## src/rtl/crc_pkg.sv

```systemverilog
// Shared types for the parallel CRC engine: operating mode, FSM states, error-counter width.
package crc_pkg;

  typedef enum logic {CRC_ENCODE, CRC_CHECK} crc_mode_e;

  typedef enum logic [1:0] {IDLE, RUN, DONE} crc_state_e;

  localparam int CRC_ERRCNT_W = 16;

endpackage

```

## src/rtl/crc_step.sv

```systemverilog
// Combinational CRC update over BITSPERCYCLE message bits, MSB first; zero latency, no flow control.
module crc_step #(
  parameter int CRCWIDTH     = 16,
  parameter int BITSPERCYCLE = 1
) (
  input  logic [CRCWIDTH-1:0]     crc_i,
  input  logic [CRCWIDTH-1:0]     poly_i,
  input  logic [BITSPERCYCLE-1:0] bits_i,
  output logic [CRCWIDTH-1:0]     crc_o
);

  logic [CRCWIDTH-1:0] crc_v;
  logic                fb_v;

  // bits_i[BITSPERCYCLE-1] is the earliest message bit of this chunk
  always_comb begin
    crc_v = crc_i;
    fb_v  = 1'b0;
    for (int i = BITSPERCYCLE - 1; i >= 0; i--) begin
      fb_v  = crc_v[CRCWIDTH-1] ^ bits_i[i];
      crc_v = {crc_v[CRCWIDTH-2:0], 1'b0} ^ (fb_v ? poly_i : '0);
    end
    crc_o = crc_v;
  end

endmodule

```

## src/rtl/crc_engine_par.sv

```systemverilog
// Parallel CRC encode/check of one DATAWIDTH word; crcvalid DATAWIDTH/BITSPERCYCLE+1 cycles after the start.
// Starts are taken only while crcready=1 and never queued; CRC_ERRCNT_EN adds a saturating errcnt output.
module crc_engine_par
  import crc_pkg::*;
#(
  parameter int DATAWIDTH    = 32,
  parameter int CRCWIDTH     = 16,
  parameter int BITSPERCYCLE = 1
) (
  input  logic                    clk,
  input  logic                    resetn,
  input  logic                    ctrlen,
  input  logic                    mode,
  input  logic [DATAWIDTH-1:0]    datain,
  input  logic [CRCWIDTH:0]       genPoly,
  output logic [CRCWIDTH-1:0]     crcSeq,
  output logic                    crcready,
  output logic                    crcvalid,
`ifdef CRC_ERRCNT_EN
  output logic [CRC_ERRCNT_W-1:0] errcnt,
`endif
  output logic                    crcerror
);

  localparam int NSTEP = DATAWIDTH / BITSPERCYCLE;
  localparam int CNTW  = $clog2(NSTEP) + 1;
  localparam logic [CNTW-1:0] LAST = CNTW'(NSTEP - 1);

  crc_state_e              state_q;
  crc_mode_e               mode_q;
  logic [DATAWIDTH-1:0]    data_q, data_d;
  logic [CRCWIDTH-1:0]     poly_q;
  logic [CRCWIDTH-1:0]     crc_q, crc_d;
  logic [CNTW-1:0]         cnt_q;
  logic [CRCWIDTH-1:0]     seq_q;
  logic                    vld_q, err_q, rdy_q;

  // The x^CRCWIDTH term is implicit in the shift-register structure.
  logic unused_poly_msb;
  assign unused_poly_msb = genPoly[CRCWIDTH];

  crc_step #(
    .CRCWIDTH    (CRCWIDTH),
    .BITSPERCYCLE(BITSPERCYCLE)
  ) u_step (
    .crc_i (crc_q),
    .poly_i(poly_q),
    .bits_i(data_q[DATAWIDTH-1 -: BITSPERCYCLE]),
    .crc_o (crc_d)
  );

  assign data_d = data_q << BITSPERCYCLE;

  always_ff @(posedge clk or negedge resetn) begin
    if (!resetn) begin
      state_q <= IDLE;
      mode_q  <= CRC_ENCODE;
      data_q  <= '0;
      poly_q  <= '0;
      crc_q   <= '0;
      cnt_q   <= '0;
      seq_q   <= '0;
      vld_q   <= 1'b0;
      err_q   <= 1'b0;
      rdy_q   <= 1'b1;
    end else begin
      vld_q <= 1'b0;
      case (state_q)
        IDLE: begin
          if (ctrlen) begin
            data_q  <= datain;
            poly_q  <= genPoly[CRCWIDTH-1:0];
            mode_q  <= crc_mode_e'(mode);
            crc_q   <= '0;
            cnt_q   <= '0;
            rdy_q   <= 1'b0;
            state_q <= RUN;
          end
        end
        RUN: begin
          crc_q  <= crc_d;
          data_q <= data_d;
          cnt_q  <= cnt_q + 1'b1;
          // Result and error are latched here so they are stable before crcvalid rises.
          if (cnt_q == LAST) begin
            seq_q   <= crc_d;
            err_q   <= (mode_q == CRC_CHECK) && (crc_d != '0);
            state_q <= DONE;
          end
        end
        DONE: begin
          vld_q   <= 1'b1;
          rdy_q   <= 1'b1;
          state_q <= IDLE;
        end
        default: state_q <= IDLE;
      endcase
    end
  end

  assign crcSeq   = seq_q;
  assign crcready = rdy_q;
  assign crcvalid = vld_q;
  assign crcerror = err_q;

`ifdef CRC_ERRCNT_EN
  logic [CRC_ERRCNT_W-1:0] errcnt_q;

  always_ff @(posedge clk or negedge resetn) begin
    if (!resetn) begin
      errcnt_q <= '0;
    end else if (state_q == DONE && err_q && errcnt_q != '1) begin
      errcnt_q <= errcnt_q + 1'b1;
    end
  end

  assign errcnt = errcnt_q;
`endif

endmodule
```

## config.mk

```make
export PLATFORM = sky130hd
export DESIGN_NAME = crc_engine_par
export DESIGN_NICKNAME = d
export VERILOG_FILES = /design/src/rtl/crc_pkg.sv /design/src/rtl/crc_step.sv /design/src/rtl/crc_engine_par.sv
export SDC_FILE = /design/constraint.sdc
export NUM_CORES = 1
export LEC_CHECK = 0
export ABC_AREA = 1
export CORE_AREA = 2 2 90 92
export CTS_BUF_LIST = sky130_fd_sc_hd__clkbuf_8
export CTS_CLUSTER_DIAMETER = 60
export DETAILED_ROUTE_END_ITERATION = 6
export DIE_AREA = 0 0 92 94
export GPL_TIMING_DRIVEN = 0
export PLACE_DENSITY_LB_ADDON = 0.1
export REMOVE_ABC_BUFFERS = 1
export SYNTH_ARGS = -nofsm -noshare
export SYNTH_HDL_FRONTEND = slang
export SYNTH_SLANG_ARGS = --single-unit
export TNS_END_PERCENT = 50
```

## constraint.sdc

```tcl
create_clock -name clk -period 2.13 [get_ports clk]
set_clock_uncertainty 0.15 [all_clocks]
set_input_delay 0.426 -clock clk [delete_from_list [all_inputs] [get_ports clk]]
set_output_delay 0.426 -clock clk [all_outputs]
set_load 0.02 [all_outputs]
```

Yosys cells after proc, flatten, opt, wreduce, memory -nomap -nowiden
Index checks and enable logic that the tools add are counted.
{"block": "classes", "addsub": 1, "eq_ne": 5, "mux": 13, "bitwise": 2, "n_reduce_logical": 10}
{"operator": "32-bit case mux with 2 select lines", "n": 1}
{"operator": "16-bit 2-to-1 mux", "n": 2}
{"operator": "32-bit 2-to-1 mux", "n": 1}
{"operator": "16-bit case mux with 2 select lines", "n": 1}
{"operator": "16-bit nonzero test", "n": 1}
{"operator": "16-bit bitwise XOR", "n": 1}
{"operator": "6-bit case mux with 2 select lines", "n": 1}
{"operator": "2-bit AND reduction", "n": 5}
{"operator": "6-bit by 1-bit adder with 6-bit output (second input constant)", "n": 1}
{"operator": "6-bit by 5-bit == test with 1-bit output (second input constant)", "n": 1}
{"operator": "6-bit 2-to-1 mux", "n": 1}
{"operator": "2-bit 2-to-1 mux", "n": 2}
{"operator": "2-bit != test (second input constant)", "n": 2}
{"operator": "2-bit case mux with 2 select lines", "n": 1}
{"operator": "2-bit nonzero test", "n": 2}
{"operator": "2-bit by 1-bit == test with 1-bit output (second input constant)", "n": 1}
{"operator": "2-bit == test (second input constant)", "n": 1}
{"operator": "2-bit zero test", "n": 1}
{"operator": "1-bit 2-to-1 mux", "n": 2}
{"operator": "1-bit case mux with 2 select lines", "n": 1}
{"operator": "1-bit logical AND", "n": 1}
{"operator": "1-bit bitwise XOR", "n": 1}
{"block": "totals", "reg_bits": 92, "input_bits": 53, "output_inout_bits": 19, "wordCells": 41}

Longest topological paths before layout
Gate-level depths: netlist of run 1.
{"block": "logic_depth", "ltp_word": 5, "depth_mapped": 12, "mapped_depth_nobuf": 11}

By module
From an unflattened synthesis of run 1, not the netlist that was laid out.
{"block": "unflattened", "cells_unflattened": 530, "hier_area_um2": 4195.3}
{"module": "crc_engine_par", "instances": 1, "cells_per_inst": 444, "area_per_inst_um2": 3783.6, "seq_area_each_um2": 2303.5}
{"module": "crc_step", "instances": 1, "cells_per_inst": 86, "area_per_inst_um2": 411.6, "seq_area_each_um2": 0.0}

Worst setup path before layout of run 1
Ideal clock, no wire load.
{"block": "synth_timing", "path_type": "register to register", "from": "register cnt_q[0]", "to": "register seq_q[12], in the netlist crcSeq[12]", "arrival_time_ps": 1265, "required_ps": 1862, "path_slack_ps": 598, "stages_incl_launch_ff": 12, "path_cell_list": "dfrtp_1 > ha_1 > nand2_1 > inv_2 > nand2_2 > nor2_4 > nand2_2 > nor2_4 > inv_2 > buf_6 > nand2_1 > o21ai_2"}
{"block": "synth_via", "elab_chain_cells": 2}
{"item": "start: declaration", "line_no": "crc_engine_par.sv:34", "source": "logic [CNTW-1:0] cnt_q;"}
{"item": "start signal: assignment", "line_no": "crc_engine_par.sv:83", "source": "cnt_q <= cnt_q + 1'b1;"}
{"item": "6-bit by 5-bit == test with 1-bit output", "line_no": "crc_engine_par.sv:85", "source": "if (cnt_q == LAST) begin"}
{"item": "2-bit AND reduction (no source line)"}
{"item": "end signal: assignment", "line_no": "crc_engine_par.sv:86", "source": "seq_q <= crc_d;"}
{"item": "end: declaration", "line_no": "crc_engine_par.sv:35", "source": "logic [CRCWIDTH-1:0] seq_q;"}
No other way between the ends.
A chain may end at the register's enable or synchronous reset.

Worst setup path in the final report of run 1
{"block": "layout_timing", "from": "register rdy_q, in the netlist crcready", "to": "output port crcready"}
{"item": "start: declaration", "line_no": "crc_engine_par.sv:36", "source": "logic vld_q, err_q, rdy_q;"}
{"item": "start signal: assignment", "line_no": "crc_engine_par.sv:65", "source": "rdy_q <= 1'b1;"}
{"item": "start signal: assignment", "line_no": "crc_engine_par.sv:76", "source": "rdy_q <= 1'b0;"}
{"item": "start signal: assignment", "line_no": "crc_engine_par.sv:93", "source": "rdy_q <= 1'b1;"}
{"item": "end: declaration", "line_no": "crc_engine_par.sv:17", "source": "output logic crcready,"}
No word-level cell between the ends.

==> impl_metrics.toml, run 1 <==
[floorplan]
boundaryPins = 72
dieArea_mm2 = 0.008648
coreArea_mm2 = 0.007607
fp.dieH_um = 94
die_w_um = 92
start_util_pct = 54.21
rows = 32

[logic_synthesis]
synth_top_family_by_area = "simple AND/OR/NAND/NOR gates"
muxShareOfSynthArea_pct = 0
synthSimpleGateAreaFrac_pct = 23.12
synth-edff-count = 0
yosysWarningCount = 0
avgSynthCellArea_um2 = 8.756
netlist.area_leader.share_pct = 55.22
yosysSeqAreaShare_pct = 55.86
synthFlopType = "dfrtp_1"
yosys.cell_types.count = 26
synth_fa_ha_area_share_pct = 0.3034
synth_area_leaders = "dfrtp_1 55%, nand2_1 12%, o22ai_1 5.8%"
yosys.area.top_type = "dfrtp_1"
syn_inst = 471
synth_xor_area_share_pct = 0
synth_seq_cells = 92
netlist_area_mm2 = 0.004124
synth-compound-area-share_pct = 12.50
ys_async_sr_fraction_pct = 100.0

[setup_path]
start_kind = "flop"
path_buf_inv = 1
r2r-start = "state_q[1]$_DFFE_PN0P_"
crit_path_max_incr_delay_ps = 600
crit_start = "crcready$_DFFE_PN1P_"
cp_top_family = "buffers and inverters"
rr_endpoint = "cnt_q[5]$_DFFE_PN0P_"
slowest_stage = "clkdlybuf4s50_1"
critPathKind = "flop to primary output"
path_cells = "clkdlybuf4s50_1"
r2r_cells = 7
cp.depth = 1
cp.arrival_ps = 1490
crit_end = "crcready"
crit_fanout = 2
r2r_setup_slack_ps = 150
cp.required_ps = 1550
endpoint_kind = "primary output"

[global_routing]
grt_pass1_vias = 3376
grt_pass1_wl_mm = 15.57
gr-total-overflow = 0
grt_start_max_net_pins = 55
grt.total_usage_pct = 22.82
antenna_found_initial = 0

[cells_and_area]
fillers = 642
seqCellArea_mm2 = 0.002303
post-route-util_pct = 66.92
final_layout_size_suffix_gt1_share_pct = 9.480
n_antenna_cell = 0
multi_input_area_mm2 = 0.001533
most-common-layout-cells = "126 x nand2_1, 91 x dfrtp_1, 69 x clkdlybuf4s50_1"
syn_to_final_growth_pct = 23.45
final_common_cell = "nand2_1"
layout.nets = 587

[cts]
clockBufferDepth = 2
clkSinkCount = 92
clk_latency_ps = 350
clkTransAtPathRegs_ps = 90
cts_tree = "yes"
cts-root-buf = "clkbuf_8"
cts_made_buffers = 9
htreeDepth = 3

[timing]
grt_setup_unrepaired = "no"
timing.final.crit_share_pct = 97.20
hold_viol = 0
finalSetupViolCount = 0
fin_tns_setup_ps = 0
tightest_slew_ps = 686.7
fmax_mhz = 483.0
period_needed_ps = 2070
slew_viol_final = 0
slew_headroom_pct = 54.22

[power]
p_total_uw = 7379
power_density_mw_per_mm2 = 1449
max-vdd-ir-drop_mv = 0.6058
cellLeakagePower_uw = 0.002399

[drt]
drt_iter0_markers = 226
drcViolationCount = 0
wl_mm = 9.133
viasPerCell = 5.284
vias = 3382
wire_per_inst_um = 14.27
postRouteAntennaNets = 0
first_pass_iters = 4

[placement]
hpwl_mm = 5.397
routabilityCongestion = 0.7628
port-buffer-count = 70

[hold_path]
hp-class = "flop to flop"

[outcome]
status = "finished, final reports clean"

[flow_run]
maxCapViolations = 0
==> how the worst min path moves through the flow <==
stage	start	end	slack, ps	cells past startpoint
after CTS	crcSeq[4]$_DFFE_PN0P_	crcSeq[4]$_DFFE_PN0P_	340	2
after global routing	crcSeq[8]$_DFFE_PN0P_	crcSeq[8]$_DFFE_PN0P_	360	2
final	crcSeq[4]$_DFFE_PN0P_	crcSeq[4]$_DFFE_PN0P_	340	2
after floorplan	resetn	cnt_q[0]$_DFFE_PN0P_	-20	0
after global placement	crcSeq[5]$_DFFE_PN0P_	crcSeq[5]$_DFFE_PN0P_	310	2
after detailed placement	state_q[0]$_DFFE_PN0P_	crcvalid$_DFF_PN0_	320	1
==> metal layers <==
| metal | part of all wire, % | wire (um) | global-route usage [%] |
|---|---|---|---|
| met2 | 47 | 4337 | 37.99 |
| met1 | 45 | 4097 | 29.84 |
| met3 | 5.6 | 513 | 3.852 |
| met4 | 2.0 | 184 | 9.577 |
| met5 | 0 | 0 | 0 |
==> synth_stat cells (2+ instances only) <==
cell type,instances
buf_6,5
clkbuf_1,6
nand2_2,4
nand4_1,15
inv_1,46
dfrtp_1,91
o211ai_1,3
o21ai_0,8
buf_4,2
o22ai_1,38
buf_2,13
o21ai_2,16
a22oi_1,5
nand3_1,19
nor2_4,2
nand2_1,128
nor2_1,60
inv_2,2
==> timing repair <==
item,4_1_cts,5_1_grt
endpoints found under the setup margin,89,28
pin swaps,1,2
resized for setup,8,3
gates cloned,2,0
hold buffers,1,0
setup buffers,3,0
endpoints found under the hold margin,52,0
==> power by group <==
group,switching [uW],internal [uW]
clock,606,444
combinational,2020,1290
sequential,466,2560
total,3090,4290
==> through the flow <==
step	std cells	setup WS [ps]	hold WS, ps	instance area [um2]
6_report	640	59.75	337.8	5091
5_1_grt	640	5.638	359.1	5091
4_1_cts	640	15.87	339.8	5086
3_5_place_dp	618	-1222	318.9	4813
3_3_place_gp	617	-2851	314.9	4793
2_1_floorplan	445	-352.3	-19.59	3965
==> area by class of cell <==
cell class / instances / share of cell area (%)
inverter: 48 / 3.662
clock buffer: 10 / 2.703
sequential: 92 / 45.24
clock inverter: 6 / 0.6390
tap: 102 / 2.507
multi-input combinational: 306 / 30.11
timing repair buffer: 75 / 14.99
timing repair inverter: 1 / 0.1475
==> cell families after synthesis <==
family,count (synthesis)
buffers and inverters,74
adder cells (fa/ha/maj),1
AO/OA/AOI/OAI,75
AND/OR/NAND/NOR,229
flip-flops,92
==> flip-flops by register name (all words and copies together) (netlist names) <==
name and count:
poly_q 16, crcSeq 16, crcerror 1, crcvalid 1, crc_q 16, data_q 32
crcready 1, state_q 2, mode_q 1, cnt_q 6
Power figures use the tool's default switching activity.
==> inputs of run 2 (changes only) <==
--- a/config.mk
+++ b/config.mk
@@ -14,6 +14,7 @@
 export GPL_TIMING_DRIVEN = 0
 export PLACE_DENSITY_LB_ADDON = 0.1
 export REMOVE_ABC_BUFFERS = 1
+export SKIP_LAST_GASP = 1
 export SYNTH_ARGS = -nofsm -noshare
 export SYNTH_HDL_FRONTEND = slang
 export SYNTH_SLANG_ARGS = --single-unit
==> constraint.sdc (replaced) <==
create_clock -name clk -period 2.2 [get_ports clk]
set_clock_uncertainty 0.15 [all_clocks]
set_input_delay 0.44 -clock clk [delete_from_list [all_inputs] [get_ports clk]]
set_output_delay 0.44 -clock clk [all_outputs]
set_load 0.02 [all_outputs]
==> impl_metrics.toml, run 2 (synthesis gave the netlist of run 1 again) <==
[outcome]
status = "finished, final reports clean"

[power]
power.switching_uw = 2989
p_int_uw = 4149
cellLeakagePower_uw = 0.002399
p_clk_share_pct = 14.2
swShare_pct = 41.87
p_comb_share_pct = 44.7
max-vdd-ir-drop_mv = 0.5892
power_frac_seq_pct = 41.0
power_density_mw_per_mm2 = 1403
p_total_uw = 7138

[cts]
htreeDepth = 3
cts_tree = "yes"
clockBufferDepth = 2
clkTransAtPathRegs_ps = 90
cts-root-buf = "clkbuf_8"
clk_latency_ps = 350
cts_made_buffers = 9
clkSinkCount = 92

[cells_and_area]
largest_reg_flops = 32
final_layout_size_suffix_gt1_share_pct = 9.480
largest_register = "data_q"
most-common-layout-cells = "126 x nand2_1, 91 x dfrtp_1, 69 x clkdlybuf4s50_1"
fillers = 640
multi_input_area_mm2 = 0.001533
seqCellArea_mm2 = 0.002303
stdcell_count = 640
final_common_cell = "nand2_1"
n_antenna_cell = 0
layout.nets = 587
post-route-util_pct = 66.89
syn_to_final_growth_pct = 23.39

[floorplan]
start_util_pct = 54.21
boundaryPins = 72
dieArea_mm2 = 0.008648
fp.dieH_um = 94
rows = 32
coreArea_mm2 = 0.007607
die_w_um = 92

[hold_path]
whs_path_depth = 2
hold_path.startpoint = "crcSeq[4]$_DFFE_PN0P_"
holdPathEnd = "crcSeq[4]$_DFFE_PN0P_"
hp-class = "flop to flop"

[setup_path]
cp.depth = 1
crit_path_max_incr_delay_ps = 600
r2r_setup_slack_ps = 160
cp.arrival_ps = 1490
path_buf_inv = 1
critPathKind = "flop to primary output"
rr_endpoint = "crcerror$_DFFE_PN0P_"
crit_fanout = 2
r2r-start = "cnt_q[0]$_DFFE_PN0P_"
r2r_cells = 11
path_cells = "clkdlybuf4s50_1"
start_kind = "flop"
cp.required_ps = 1610
endpoint_kind = "primary output"
slowest_stage = "clkdlybuf4s50_1"
cp_top_family = "buffers and inverters"

[placement]
dp_cells = 618
hpwl_mm = 5.397
port-buffer-count = 70
pre_cts_slack_ps = -1166
routabilityCongestion = 0.7628

[drt]
vias = 3384
postRouteAntennaNets = 0
drt_iter0_markers = 222
first_pass_iters = 4
wire_per_inst_um = 14.21
wl_mm = 9.096
viasPerCell = 5.288
drcViolationCount = 0

[global_routing]
antenna_found_initial = 0
globalRouteMet1Util_pct = 29.47
grt.total_usage_pct = 22.82
use_met3_pct = 4.173
met2_usage_pct = 37.93
grt_pass1_wl_mm = 15.53
gr-total-overflow = 0
grt_start_max_net_pins = 55
grt_pass1_vias = 3382
grt_busiest_layer = "met2"

[timing]
period_needed_ps = 2081
slew_headroom_pct = 52.00
tightest_slew_ps = 719.0
worst_slack_ps = 119.4
timing.final.crit_share_pct = 94.57
finalSetupViolCount = 0
grt_setup_unrepaired = "yes"
fmax_mhz = 480.6
hold_viol = 0
slew_viol_final = 0

[flow_run]
maxCapViolations = 0
[run 2: tightest hold or removal path: cells and delay by family, from the launching register on]
kind | cells | cell delay, ps
AND/OR/NAND/NOR | 1 | 60
AO/OA/AOI/OAI | 1 | 50
flip-flops | 1 | 350
[run 2: worst max-delay path by stage]
stage                                start                     end  slack, ps
finish                crcready$_DFFE_PN1P_                crcready        120
global route          cnt_q[0]$_DFFE_PN0P_    crcerror$_DFFE_PN0P_        -50
CTS                  crc_q[15]$_DFFE_PN0P_    crcerror$_DFFE_PN0P_         20
detailed placement                  ctrlen   data_q[3]$_DFFE_PN0P_      -1170
global placement                    resetn  data_q[17]$_DFFE_PN0P_      -2800
floorplan           state_q[0]$_DFFE_PN0P_   data_q[0]$_DFFE_PN0P_       -280
[run 2: power groups by stage]
stage	clock (uW)	sequential (uW)	combinational, uW
after detailed placement	0	2940	3100
after global placement	0	2920	2990
after CTS	1030	2920	3200
after global routing	1120	3020	3620
final	1020	2930	3190
after floorplan	0	3040	1990
[run 2: metrics by stage]
| step | setup TNS (ps) | area, um2 | hold WS, ps |
|---|---|---|---|
| 5_1_grt | -48.81 | 5089 | 359.1 |
| 2_1_floorplan | -2563 | 3965 | -5.591 |
| 3_3_place_gp | -356140 | 4793 | 314.9 |
| 6_report | 0 | 5089 | 338.3 |
| 4_1_cts | 0 | 5075 | 339.8 |
| 3_5_place_dp | -57660 | 4813 | 318.9 |
[run 2: final cells by class]
cell class | instances | share of cell area (%)
sequential | 92 | 45.27
inverter | 48 | 3.614
tap | 102 | 2.508
clock inverter | 6 | 0.6393
multi-input combinational | 306 | 30.12
timing repair buffer | 75 | 15.00
clock buffer | 10 | 2.705
timing repair inverter | 1 | 0.1475
[run 2: per-layer routing]
metal	share of wire, %	vias to the layer above
met5	0	-
met3	5.0	17
met1	45	1620
met4	1.8	0
met2	48	85
li1	-	1662
[run 2: repair_timing]
item	in CTS	in global routing
gates cloned	2	0
pin swaps	1	0
setup buffers	3	0
hold buffers	1	0
setup endpoints to repair	89	12
endpoints found under the hold margin	16	0
gates resized for setup	6	3
==> inputs of run 3 (changes only) <==
--- a/config.mk
+++ b/config.mk
@@ -8,7 +8,6 @@
 export ABC_AREA = 1
 export CORE_AREA = 2 2 90 92
 export CTS_BUF_LIST = sky130_fd_sc_hd__clkbuf_8
-export CTS_CLUSTER_DIAMETER = 60
 export DETAILED_ROUTE_END_ITERATION = 6
 export DIE_AREA = 0 0 92 94
 export GPL_TIMING_DRIVEN = 0
==> results of run 3 <==
The final DEF is identical to that of run 2; final timing and power are the same.
